[src/rtl/ifetch_pkg.sv]
// Shared types and constants for the instruction fetch stage.
package ifetch_pkg;

    typedef enum logic [1:0] {
        S_REQ  = 2'd0,
        S_WAIT = 2'd1,
        S_HOLD = 2'd2
    } fetch_state_e;

    localparam logic [31:0] NOP_INST         = 32'h0000_0013;
    localparam logic [31:0] DEFAULT_RESET_PC = 32'h0000_0000;

    function automatic logic [31:0] next_word(input logic [31:0] addr);
        return addr + 32'd4;
    endfunction

endpackage

[src/rtl/ifetch_pc.sv]
// Program counter register: redirect beats sequential advance; targets are word-aligned.
module ifetch_pc
    import ifetch_pkg::*;
#(
    parameter int unsigned       XLEN     = 32,
    parameter logic [XLEN-1:0]   RESET_PC = DEFAULT_RESET_PC
) (
    input  logic            clk,
    input  logic            rst_n,
    input  logic            redirect_valid,
    input  logic [XLEN-1:0] redirect_pc,
    input  logic            advance,
    input  logic [XLEN-1:0] advance_base,
    output logic [XLEN-1:0] pc
);

    logic [XLEN-1:0] pc_q;
    logic [XLEN-1:0] pc_d;
    logic            unused_redirect_lsb;

    // Low target bits are discarded, never trapped on.
    assign unused_redirect_lsb = ^redirect_pc[1:0];

    always_comb begin
        pc_d = pc_q;
        if (redirect_valid) begin
            pc_d = {redirect_pc[XLEN-1:2], 2'b00};
        end else if (advance) begin
            pc_d = next_word(advance_base);
        end
    end

    always_ff @(posedge clk or negedge rst_n) begin
        if (!rst_n) begin
            pc_q <= RESET_PC;
        end else begin
            pc_q <= pc_d;
        end
    end

    assign pc = pc_q;

endmodule

[src/rtl/ifetch_unit.sv]
// Instruction fetch: one outstanding memory request, one-entry output buffer to decode,
// and a redirect that discards any stale fetch.
module ifetch_unit
    import ifetch_pkg::*;
#(
    parameter int unsigned     XLEN     = 32,
    parameter logic [XLEN-1:0] RESET_PC = DEFAULT_RESET_PC
) (
    input  logic            clk,
    input  logic            rst_n,
    output logic            req_valid,
    input  logic            req_ready,
    output logic [XLEN-1:0] req_addr,
    input  logic            rsp_valid,
    input  logic [XLEN-1:0] rsp_data,
    input  logic            redirect_valid,
    input  logic [XLEN-1:0] redirect_pc,
    output logic            inst_valid,
    input  logic            inst_ready,
    output logic [XLEN-1:0] inst,
    output logic [XLEN-1:0] inst_pc
);

    fetch_state_e    state_q;
    logic            kill_q;
    logic [XLEN-1:0] fetch_pc_q;
    logic [XLEN-1:0] inst_q;
    logic [XLEN-1:0] inst_pc_q;
    logic [XLEN-1:0] pc;
    logic            advance;

    // A redirect cycle never issues a request nor offers an instruction.
    assign req_valid  = rst_n && (state_q == S_REQ) && !redirect_valid;
    assign req_addr   = pc;
    assign inst_valid = (state_q == S_HOLD) && !redirect_valid;
    assign inst       = inst_q;
    assign inst_pc    = inst_pc_q;

    assign advance = (state_q == S_WAIT) && rsp_valid && !kill_q && !redirect_valid;

    ifetch_pc #(
        .XLEN     (XLEN),
        .RESET_PC (RESET_PC)
    ) u_pc (
        .clk            (clk),
        .rst_n          (rst_n),
        .redirect_valid (redirect_valid),
        .redirect_pc    (redirect_pc),
        .advance        (advance),
        .advance_base   (fetch_pc_q),
        .pc             (pc)
    );

    always_ff @(posedge clk or negedge rst_n) begin
        if (!rst_n) begin
            state_q    <= S_REQ;
            kill_q     <= 1'b0;
            fetch_pc_q <= RESET_PC;
            inst_q     <= NOP_INST;
            inst_pc_q  <= RESET_PC;
        end else begin
            unique case (state_q)
                S_REQ: begin
                    if (req_valid && req_ready) begin
                        fetch_pc_q <= pc;
                        state_q    <= S_WAIT;
                    end
                end
                S_WAIT: begin
                    if (rsp_valid) begin
                        if (advance) begin
                            inst_q    <= rsp_data;
                            inst_pc_q <= fetch_pc_q;
                            state_q   <= S_HOLD;
                        end else begin
                            // Stale word: either already killed or redirected this cycle.
                            kill_q  <= 1'b0;
                            state_q <= S_REQ;
                        end
                    end else if (redirect_valid) begin
                        kill_q <= 1'b1;
                    end
                end
                S_HOLD: begin
                    if (redirect_valid || inst_ready) begin
                        state_q <= S_REQ;
                    end
                end
                default: state_q <= S_REQ;
            endcase
        end
    end

endmodule

[config.mk]
export PLATFORM = sky130hd
export DESIGN_NAME = ifetch_unit
export DESIGN_NICKNAME = d
export VERILOG_FILES = /design/src/rtl/ifetch_pkg.sv /design/src/rtl/ifetch_pc.sv /design/src/rtl/ifetch_unit.sv
export SDC_FILE = /design/constraint.sdc
export NUM_CORES = 1
export LEC_CHECK = 0
export CAP_MARGIN = 5
export CORE_AREA = 3 3 111 113
export DETAILED_ROUTE_END_ITERATION = 16
export DIE_AREA = 0 0 114 116
export PLACE_DENSITY = 0.86
export SLEW_MARGIN = 40
export SYNTH_ARGS = -nofsm -noshare
export SYNTH_HDL_FRONTEND = slang
export SYNTH_HIERARCHICAL = 1
export SYNTH_SLANG_ARGS = --single-unit
[constraint.sdc]
create_clock -name clk -period 4.55 [get_ports clk]
set_clock_uncertainty 0.15 [all_clocks]
set_input_delay 0.6825 -clock clk [delete_from_list [all_inputs] [get_ports clk]]
set_output_delay 0.6825 -clock clk [all_outputs]
set_load 0.1 [all_outputs]
==> key figures, run 1 <==
Run status
  • Outcome: finished clean

Clock tree
  • Root Driver: clkbuf_16
  • Clk_lat worst skew: about 400 ps
  • Sink Count: around 130
  • Post_cts resized: 0
  • Post-CTS setup buffers: 0
  • H-Tree Depth: 4
  • CTS tree: yes
  • Clock Tree Buf Depth: 2
  • CTS Buf Count: 17
  • Worst-path clk slew: roughly 50 ps
  • CTS hold repair buffers: 0

Yosys
  • Most used DFF post-synth: dfrtp_1
  • Syn avg cell area: about 13 um^2
  • Synth unique cells: 40
  • Most area-consuming cells after synthesis: dfrtp_1 (56%), mux2_2 (19%), o21ai_0 (2.9%)
  • Synth area leader: dfrtp_1
  • Sequential-to-total area share from yosys stat: between 50% and 60%
  • Complex-gate fraction of the synthesized area: between 6 and 7%
  • Mapped Cells: between 400 and 500
  • Post-synthesis adder-cell area fraction: less than 1%
  • Post-Synth Simple-Gate Area: 8.41%
  • Share of the synthesized area in the top cell type: between 50 and 60%
  • Synth Cell Area: 0.00571 mm^2
  • Main combinational cell family by area after synthesis: multiplexers
  • Mux cell area share after synthesis: about a fifth
  • Post-Syn Nets: roughly 500
  • Synthesis Warnings: 6
  • Flops & latches, synth: between 100 and 150
  • EDFF count, synth: 0
  • Share of flip-flops with an asynchronous set or reset: 100%
  • XOR/XNOR share of the synthesized area: between 3 and 4%

Die
  • Rows: 39
  • IO Pins: 168
  • Core Region: about 0.011 mm^2
  • Die width: ~110 um
  • DIE AREA: about 0.013 mm^2
  • Die Span Y: approximately 120 um
  • Initial Utilization: 50.0%

Global routing
  • Largest net degree at the start of global routing: 68
  • Grt ovf: 0
  • GRT Resource Usage Total: 20.7%
  • Vias in the first global route: 4252
  • First-pass GRT wire length: approximately 21 mm
  • Initial antenna violation count: 0

Routing
  • Remaining DRCs: 0
  • Vias: a little over 4000
  • DR iter-0 viols: 185
  • Vias per cell: roughly 5.5
  • Routed Wire Length: 13.4 mm
  • DR WL/cell: 17.9 um
  • Routed Antenna Nets: 0
  • Pre-Repair DR Iteration Count: 4

STA
  • Worst Tran Pin Value: 772 ps
  • Final setup viols: 0
  • Unrepaired setup endpoints after global routing: no
  • Max-slew violation count: 0
  • Fin crit period: ~2700 ps
  • Setup TNS: 0 ps
  • Final hold vios: 0
  • Max Freq: between 300 and 400 MHz
  • Final worst-path cycle share: 58.7%
  • Relative slew slack: 48.2%

Worst setup path
  • Most frequent cell on the critical path: buf_4
  • Critical path type: in -> out
  • Top delay family on crit path: buffers and inverters
  • Critical Path Slowest Stage Cell: nor4b_4
  • CP Data Required Time: roughly 3700 ps
  • CP arrival: approximately 1800 ps
  • CP bufs+invs: 3
  • Critical path peak fanout: 48
  • CP cell instances: buf_2 > buf_4 > nor4b_4 > buf_4
  • Crit-path max cell delay: roughly 400 ps
  • CP Launch Type: primary input
  • CP endpoint kind: output pin

Final layout
  • Area grow syn2layout: 30.6%
  • Inserted Diodes: 0
  • Most frequent cells in the layout: dfrtp_1 (128), buf_2 (98), mux2_2 (96)
  • Commonest non-fill, non-tap cell in the layout: dfrtp_1
  • Proportion of layout cells with a drive suffix above 1: about 40%
  • Nets: around 670

Placed design
  • HPWL Detailed: 9.13 mm
  • IO Port Bufs: about 170
  • GP Congestion: a little over 0.8

Min path
  • Min-delay worst type: in -> async

Flow run
  • Number of max-cap violations: 0
[cell families (layout without fill, tap and decap cells)]
logic type,count (synthesis),count (layout)
AOI/OAI and AO/OA,60,60
xor gates and xnor gates,25,25
adders and majority gates,1,1
buffers and inverters,26,208
DFF,131,131
muxes,103,103
and+or+nand+nor,79,79
[worst reg2reg max path: stages (launching register included)]
cell     delay, ps
dfrtp_1        430
ha_1           260
nand4_1        180
nor3_2         630
nand3_1        180
xor2_1         170
o21ai_0        230
[layout make-up]
| cell class | count | area, um^2 |
|---|---|---|
| Timing Repair Buffer | 171 | 1210 |
| Multi-Input combinational cell | 268 | 2230 |
| Tap cell | 143 | 179 |
| Clock buffer | 25 | 475 |
| Fill cell | 851 | 3960 |
| Inverter | 5 | 18.8 |
| Sequential cell | 131 | 3280 |
| Clock inverter | 7 | 60.1 |
[through the flow]
step                hold slack (ps)  worst slack [ps]  std cells  util, %  instance area (um^2)
global placement                335              1570        718     64.8                  7400
detailed placement              337              1640        718     60.6                  6920
global route                    303              1820        750     65.4                  7460
finish                          264              1880        750     65.4                  7460
floorplan                       237              1800        425        -                  5710
CTS                             349              1870        750     65.3                  7450
[cell usage after synthesis (2+ instances only)]
cell type / instances
dfrtp_1: 128
a31oi_1: 2
mux2_2: 96
nand4_1: 10
nand2_1: 18
o21ai_0: 33
clkbuf_1: 5
nor2_1: 12
and3_1: 6
xnor2_1: 9
and3b_1: 2
mux2i_1: 7
inv_1: 5
buf_2: 2
a21oi_1: 2
nand3_1: 11
dfstp_2: 3
and4_1: 2
nand2b_1: 2
clkbuf_8: 2
buf_6: 11
nor3_1: 6
a22oi_1: 19
xor2_1: 16
[worst paths after layout]
kind	from	to	slack, ps	cells after the start
worst max-delay path	redirect_valid	req_valid	1880	4
worst min-delay path	rst_n	fetch_pc_q[23]$_DFFE_PN0P_	260	2
worst max register to register	fetch_pc_q[2]$_DFFE_PN0P_	u_pc/pc[18]$_DFFE_PN0P_	2190	6
worst min register to register	inst[18]$_DFFE_PN0P_	inst[18]$_DFFE_PN0P_	350	1
max in group asynchronous	rst_n	fetch_pc_q[26]$_DFFE_PN0P_	2990	3
min in group clk	inst[18]$_DFFE_PN0P_	inst[18]$_DFFE_PN0P_	350	1
[sequential cells by signal, summed over array words and instances (netlist names)]
signal      flops
inst           32
fetch_pc_q     32
u_pc/pc        32
inst_pc        32
state_q         2
kill_q          1
[routing by layer]
| layer | routed length, um | part of all wire, % | vias to the layer above | global-route usage [%] |
|---|---|---|---|---|
| met2 | 6820 | 51 | 150 | 34.3 |
| li1 | - | - | 1874 | - |
| met3 | 900 | 6.7 | 20 | 5.48 |
| met4 | 272 | 2.0 | 0 | 8.39 |
| met1 | 5430 | 40 | 2088 | 25.9 |
| met5 | 0 | 0 | - | 0 |
Power of run 1 is left out: the tool's default activity adds up to more than one toggle a clock period on the data nets, which glitch-free logic cannot reach.
==> run 2, diff against run 1 <==
- CORE_AREA: 3 3 111 113 -> 3 3 115 117
- DIE_AREA: 0 0 114 116 -> 0 0 118 120
- PLACE_DENSITY: 0.86 -> 0.81
- clock period: 4.55 -> 2.5 ns (I/O delays scaled with it)
==> key figures, run 2 (synthesis results as in run 1) <==
Worst setup path
  • Top delay family on crit path: buffers and inverters
  • Crit-path max cell delay: 540 ps (+140 ps)
  • CP endpoint: req_valid
  • Critical Path Slowest Stage Cell: dlygate4sd3_1
  • Worst reg2reg path depth: 5 (-1)
  • Critical path peak fanout: 3 (-94%)
  • R2r startpoint: fetch_pc_q[4]$_DFFE_PN0P_
  • CP Data Required Time: 1980 ps (-1740 ps)
  • Worst setup path start: rst_n
  • Critical path type: in -> out
  • CP cell instances: dlygate4sd3_1 > buf_6 > nor4b_4 > buf_12
  • R2R Setup Slk: 370 ps (-1820 ps)
  • CP Launch Type: primary input
  • Critical path depth: 4 (unchanged)
  • CP bufs+invs: 3 (unchanged)
  • CP arrival: 1620 ps (-220 ps)
  • CP endpoint kind: output pin
  • RR Endpoint: u_pc/pc[15]$_DFFE_PN0P_

Final layout
  • Inserted Diodes: 0 (unchanged)
  • Commonest non-fill, non-tap cell in the layout: dfrtp_1
  • Area grow syn2layout: 38.3%
  • Nets: 668 (+0.45%)
  • Proportion of layout cells with a drive suffix above 1: 40.3% (+0.62 points)
  • Most frequent cells in the layout: dfrtp_1 (128), buf_4 (101), mux2_2 (96)

Placed design
  • IO Port Bufs: 165 (unchanged)
  • HPWL Detailed: 9.34 mm (+2.2%)
  • GP Congestion: 0.825 (+2.0%)

Die
  • Rows: 41 (+5.1%)
  • Core Region: 0.0125 mm^2 (+9.2%)
  • Initial Utilization: 45.8% (-4.2 points)
  • Die width: 118 um (+3.5%)
  • DIE AREA: 0.0142 mm^2 (+7.1%)
  • Die Span Y: 120 um (+3.4%)
  • IO Pins: 168 (unchanged)

STA
  • Setup TNS: 0 ps (unchanged)
  • Final setup viols: 0 (unchanged)
  • Final worst-path cycle share: 85.7%
  • Unrepaired setup endpoints after global routing: no
  • Fin crit period: 2140 ps
  • Worst Tran Pin Value: 727 ps (-45.2 ps)
  • Max-slew violation count: 0 (unchanged)
  • Relative slew slack: 51.5% (+3.3 points)
  • Final hold vios: 0 (unchanged)
  • Max Freq: ~470 MHz

Global routing
  • First-pass GRT wire length: 22.9 mm (+6.7%)
  • Grt ovf: 0 (unchanged)
  • Initial antenna violation count: 0 (unchanged)
  • Largest net degree at the start of global routing: 68 (unchanged)
  • GRT Resource Usage Total: 20.7% (+0.022 points)
  • Vias in the first global route: 4433 (+4.3%)

Clock tree
  • Root Driver: clkbuf_16
  • H-Tree Depth: 4 (unchanged)
  • CTS Buf Count: 17 (unchanged)
  • CTS tree: yes
  • Sink Count: 131 (unchanged)
  • Post_cts resized: 0 (unchanged)
  • Clock Tree Buf Depth: 2 (unchanged)
  • Clk_lat worst skew: 420 ps (+20 ps)
  • Worst-path clk slew: 50 ps (about the same)
  • Post-CTS setup buffers: 0 (unchanged)

Min path
  • WHS Path Cells: 1
  • Min-delay worst type: reg -> reg

Routing
  • Vias: 4091 (-0.99%)
  • Routed Antenna Nets: 0 (unchanged)
  • Remaining DRCs: 0 (unchanged)
  • Vias per cell: 5.23 (-5.0%)
  • DR iter-0 viols: 247 (+34%)
  • Routed Wire Length: 14.0 mm (+4.3%)
  • Pre-Repair DR Iteration Count: 4 (unchanged)
  • DR WL/cell: 17.9 um (about the same)

Run status
  • Outcome: finished clean

Flow run
  • Number of max-cap violations: 0 (unchanged)
## run 2: cell type report
cell class	instances	area [um^2]
Fill cell	983	4570
Sequential cell	131	3280
Multi-Input combinational cell	268	2230
Timing Repair Buffer	174	1520
Clock buffer	23	478
Tap cell	172	215
Clock inverter	9	151
Inverter	5	18.8
## run 2: repair_timing
item	CTS	global route
endpoints found under the setup margin	0	0
hold endpoints to repair	0	128
hold buffers	0	1
## run 2: how the worst min path moves through the flow
stage	start	slack (ps)	end
floorplan	rst_n	-70	fetch_pc_q[0]$_DFFE_PN0P_
global placement	inst[2]$_DFFE_PN0P_	340	inst[2]$_DFFE_PN0P_
detailed placement	inst_pc[9]$_DFFE_PN0P_	350	inst_pc[9]$_DFFE_PN0P_
CTS	rst_n	40	inst_pc[30]$_DFFE_PN0P_
global route	redirect_pc[5]	370	u_pc/pc[5]$_DFFE_PN0P_
finish	inst_pc[26]$_DFFE_PN0P_	350	inst_pc[26]$_DFFE_PN0P_
## run 2: through the flow
stage	instance area, um^2	hold slack (ps)	cells	setup slack (ps)	util [%]
5_1_grt	7900	367	782	177	63.4
3_5_place_dp	7250	345	749	227	58.2
4_1_cts	7880	37.4	781	331	63.2
2_1_floorplan	5710	-70.6	425	24.0	-
3_3_place_gp	7250	338	749	278	58.2
6_report	7900	353	782	358	63.4
## run 2: per-layer routing
metal,GRT usage (%),vias to the layer above,part of all wire (%)
met5,0,-,0
met4,7.55,0,2.0
met3,6.74,21,5.2
met2,35.0,137,52
met1,24.9,2049,41
li1,-,1884,-
## run 2: worst reg2reg max path, cell delays in order (launching register included)
cell	delay, ps
dfrtp_1	540
nand3_4	150
nor4_4	620
nand2_1	150
xor2_1	180
o21ai_0	230
Power of run 2 is left out for the same reason.
==> run 3, diff against run 2 <==
- clock period: 2.5 -> 2 ns (I/O delays scaled with it)
==> key figures, run 3 (synthesis results as in run 1) <==
STA
  • Worst Tran Pin Value: 704 ps (-22.5 ps)
  • Final hold vios: 0 (unchanged)
  • Max-slew violation count: 0 (unchanged)
  • Max Freq: between 500 and 600 MHz
  • Final setup viols: 0 (unchanged)
  • Final worst-path cycle share: between 90% and 100%
  • Relative slew slack: 53.0% (+1.5 points)
  • Worst hold slack: 131 ps (-221 ps)
  • Fin crit period: 1920 ps
  • Setup TNS: 0 ps (unchanged)
  • Unrepaired setup endpoints after global routing: yes

Clock tree
  • Clk_lat worst skew: 410 ps (about the same)
  • CTS tree: yes
  • H-Tree Depth: 4 (unchanged)
  • CTS Buf Count: 17 (unchanged)
  • Clock Tree Buf Depth: 2 (unchanged)
  • Sink Count: 131 (unchanged)
  • Worst-path clk slew: 60 ps (about the same)
  • Root Driver: clkbuf_16

Global routing
  • GR Util met3: 5.37% (-1.4 points)
  • GRT Resource Usage Total: 20.3% (-0.41 points)
  • Met2 Usage GRT: 34.2% (-0.79 points)
  • Largest net degree at the start of global routing: 132 (+94%)
  • Vias in the first global route: 4425 (-0.18%)
  • First-pass GRT wire length: 22.5 mm (-2.1%)
  • Most used routing layer: met2
  • Grt ovf: 0 (unchanged)
  • Initial antenna violation count: 0 (unchanged)
  • Met1 usage: 23.7% (-1.2 points)

Routing
  • DR WL/cell: 17.3 um (-3.5%)
  • Remaining DRCs: 0 (unchanged)
  • DR iter-0 viols: 270 (+9.3%)
  • Routed Antenna Nets: 0 (unchanged)
  • Vias: 4173 (+2.0%)
  • Routed Wire Length: 13.9 mm (-0.91%)
  • Vias per cell: 5.20 (-0.66%)
  • Pre-Repair DR Iteration Count: 4 (unchanged)

Final layout
  • Most frequent cells in the layout: dfrtp_1 (127), buf_4 (116), mux2_2 (96)
  • Proportion of layout cells with a drive suffix above 1: 42.5% (+2.1 points)
  • Area grow syn2layout: 41.8%
  • Layout fillers: 966 (-1.7%)
  • Commonest non-fill, non-tap cell in the layout: dfrtp_1
  • Multi-input logic area: 0.00224 mm^2 (+0.34%)
  • Nets: 691 (+3.4%)
  • Register area: 0.00328 mm^2 (about the same)
  • Layout Cells excl Fill: 803 (+2.7%)
  • Inserted Diodes: 0 (unchanged)
  • Fin area: 0.00810 mm^2 (+2.5%)

Die
  • IO Pins: 168 (unchanged)
  • DIE AREA: 0.0142 mm^2 (unchanged)
  • Initial Utilization: 45.8% (unchanged)
  • Die Span Y: 120 um (unchanged)
  • Rows: 41 (unchanged)
  • Die width: 118 um (unchanged)
  • Core Region: 0.0125 mm^2 (unchanged)

Worst setup path
  • Top delay family on crit path: simple AND/OR/NAND/NOR gates
  • Critical path type: reg -> reg
  • CP bufs+invs: 0 (-3)
  • CP arrival: 2080 ps (+460 ps)
  • CP cell instances: nand2_1 > or4_4 > nor3_1 > and3b_1 > o31ai_2
  • CP Launch Type: register
  • Critical path peak fanout: 4 (+1)
  • CP Data Required Time: 2170 ps (+190 ps)
  • Crit-path max cell delay: 570 ps (+30 ps)
  • Critical Path Slowest Stage Cell: or4_4
  • CP endpoint kind: register

Power and ir drop
  • Peak supply drop: 0.00152 V
  • Static Leak: 3.73 nW
  • Clock share of power: between 10% and 20%
  • Sequential Power Share: between 20 and 30%
  • Tot Pwr: about 15 mW
  • Comb pwr share: between 50% and 60%
  • Sw Share: about 51%
  • Internal power: roughly 7.2 mW
  • PwrDens: ~1800 mW/mm^2
  • P_sw: between 7 and 8 mW

Placed design
  • GP Congestion: 0.802 (-2.7%)
  • IO Port Bufs: 165 (unchanged)
  • Dpl cells: 770 (+2.8%)
  • HPWL Detailed: 9.60 mm (+2.8%)
  • Placed Area: 0.00752 mm^2 (+3.8%)

Run status
  • Outcome: finished clean

Min path
  • Min-delay worst type: in -> reg

Flow run
  • Number of max-cap violations: 0 (unchanged)
-- run 3: metal layers --
metal,vias to the layer above,wire length [um]
met5,-,0
met1,2077,5620
li1,1930,-
met2,137,7130
met4,0,414
met3,29,702
-- run 3: layout make-up --
class                      count  share of cell area (%)
clock buffer                  24                    5.95
clock inverter                 6                   0.680
inverter                       5                   0.232
multi-input combinational    268                    27.7
sequential                   131                    40.5
tap                          172                    2.66
timing repair buffer         197                    22.2
-- run 3: power by group through the flow --
stage / registers, mW / clock network [mW] / logic (mW)
floorplan: 8.88 / 0 / 1.01
global placement: 4.10 / 0 / 7.59
detailed placement: 4.17 / 0 / 7.66
CTS: 4.13 / 2.89 / 7.68
global route: 4.24 / 3.02 / 7.85
finish: 4.13 / 2.81 / 7.64
-- run 3: worst register-to-register path, stage by stage, from the launching register on --
cell and delay [ps]:
dfrtp_1 410, nand2_1 120, or4_4 570, nor3_1 140
and3b_1 210, o31ai_2 220
-- run 3: path summary, 6_finish.rpt --
kind,from,end,slack (ps),cells past startpoint
max,fetch_pc_q[2]$_DFFE_PN0P_,u_pc/pc[19]$_DFFE_PN0P_,80,5
min,redirect_valid,kill_q$_DFFE_PN0P_,130,3
max reg2reg,fetch_pc_q[2]$_DFFE_PN0P_,u_pc/pc[19]$_DFFE_PN0P_,80,5
min reg2reg,inst_pc[1]$_DFFE_PN0P_,inst_pc[1]$_DFFE_PN0P_,350,1
max in group asynchronous,rst_n,fetch_pc_q[3]$_DFFE_PN0P_,990,4
min in group asynchronous,rst_n,u_pc/pc[21]$_DFFE_PN0P_,140,4
-- run 3: metrics by stage --
stage	utilization [%]	worst slack [ps]
after floorplan	-	-476
after global placement	60.4	-83.3
after detailed placement	60.4	-140
after CTS	64.9	3.00
after global routing	65.0	-27.6
final	65.0	83.2
-- run 3: timing repair --
| item | CTS | global route |
|---|---|---|
| gates resized for setup | 2 | 3 |
| endpoints found under the setup margin | 6 | 13 |
| gates cloned | 0 | 0 |
| pin swaps | 1 | 1 |
| hold endpoints to repair | 128 | 0 |
| setup buffers | 1 | 2 |
| hold buffers | 1 | 0 |
(Power assumes the default switching activity.)
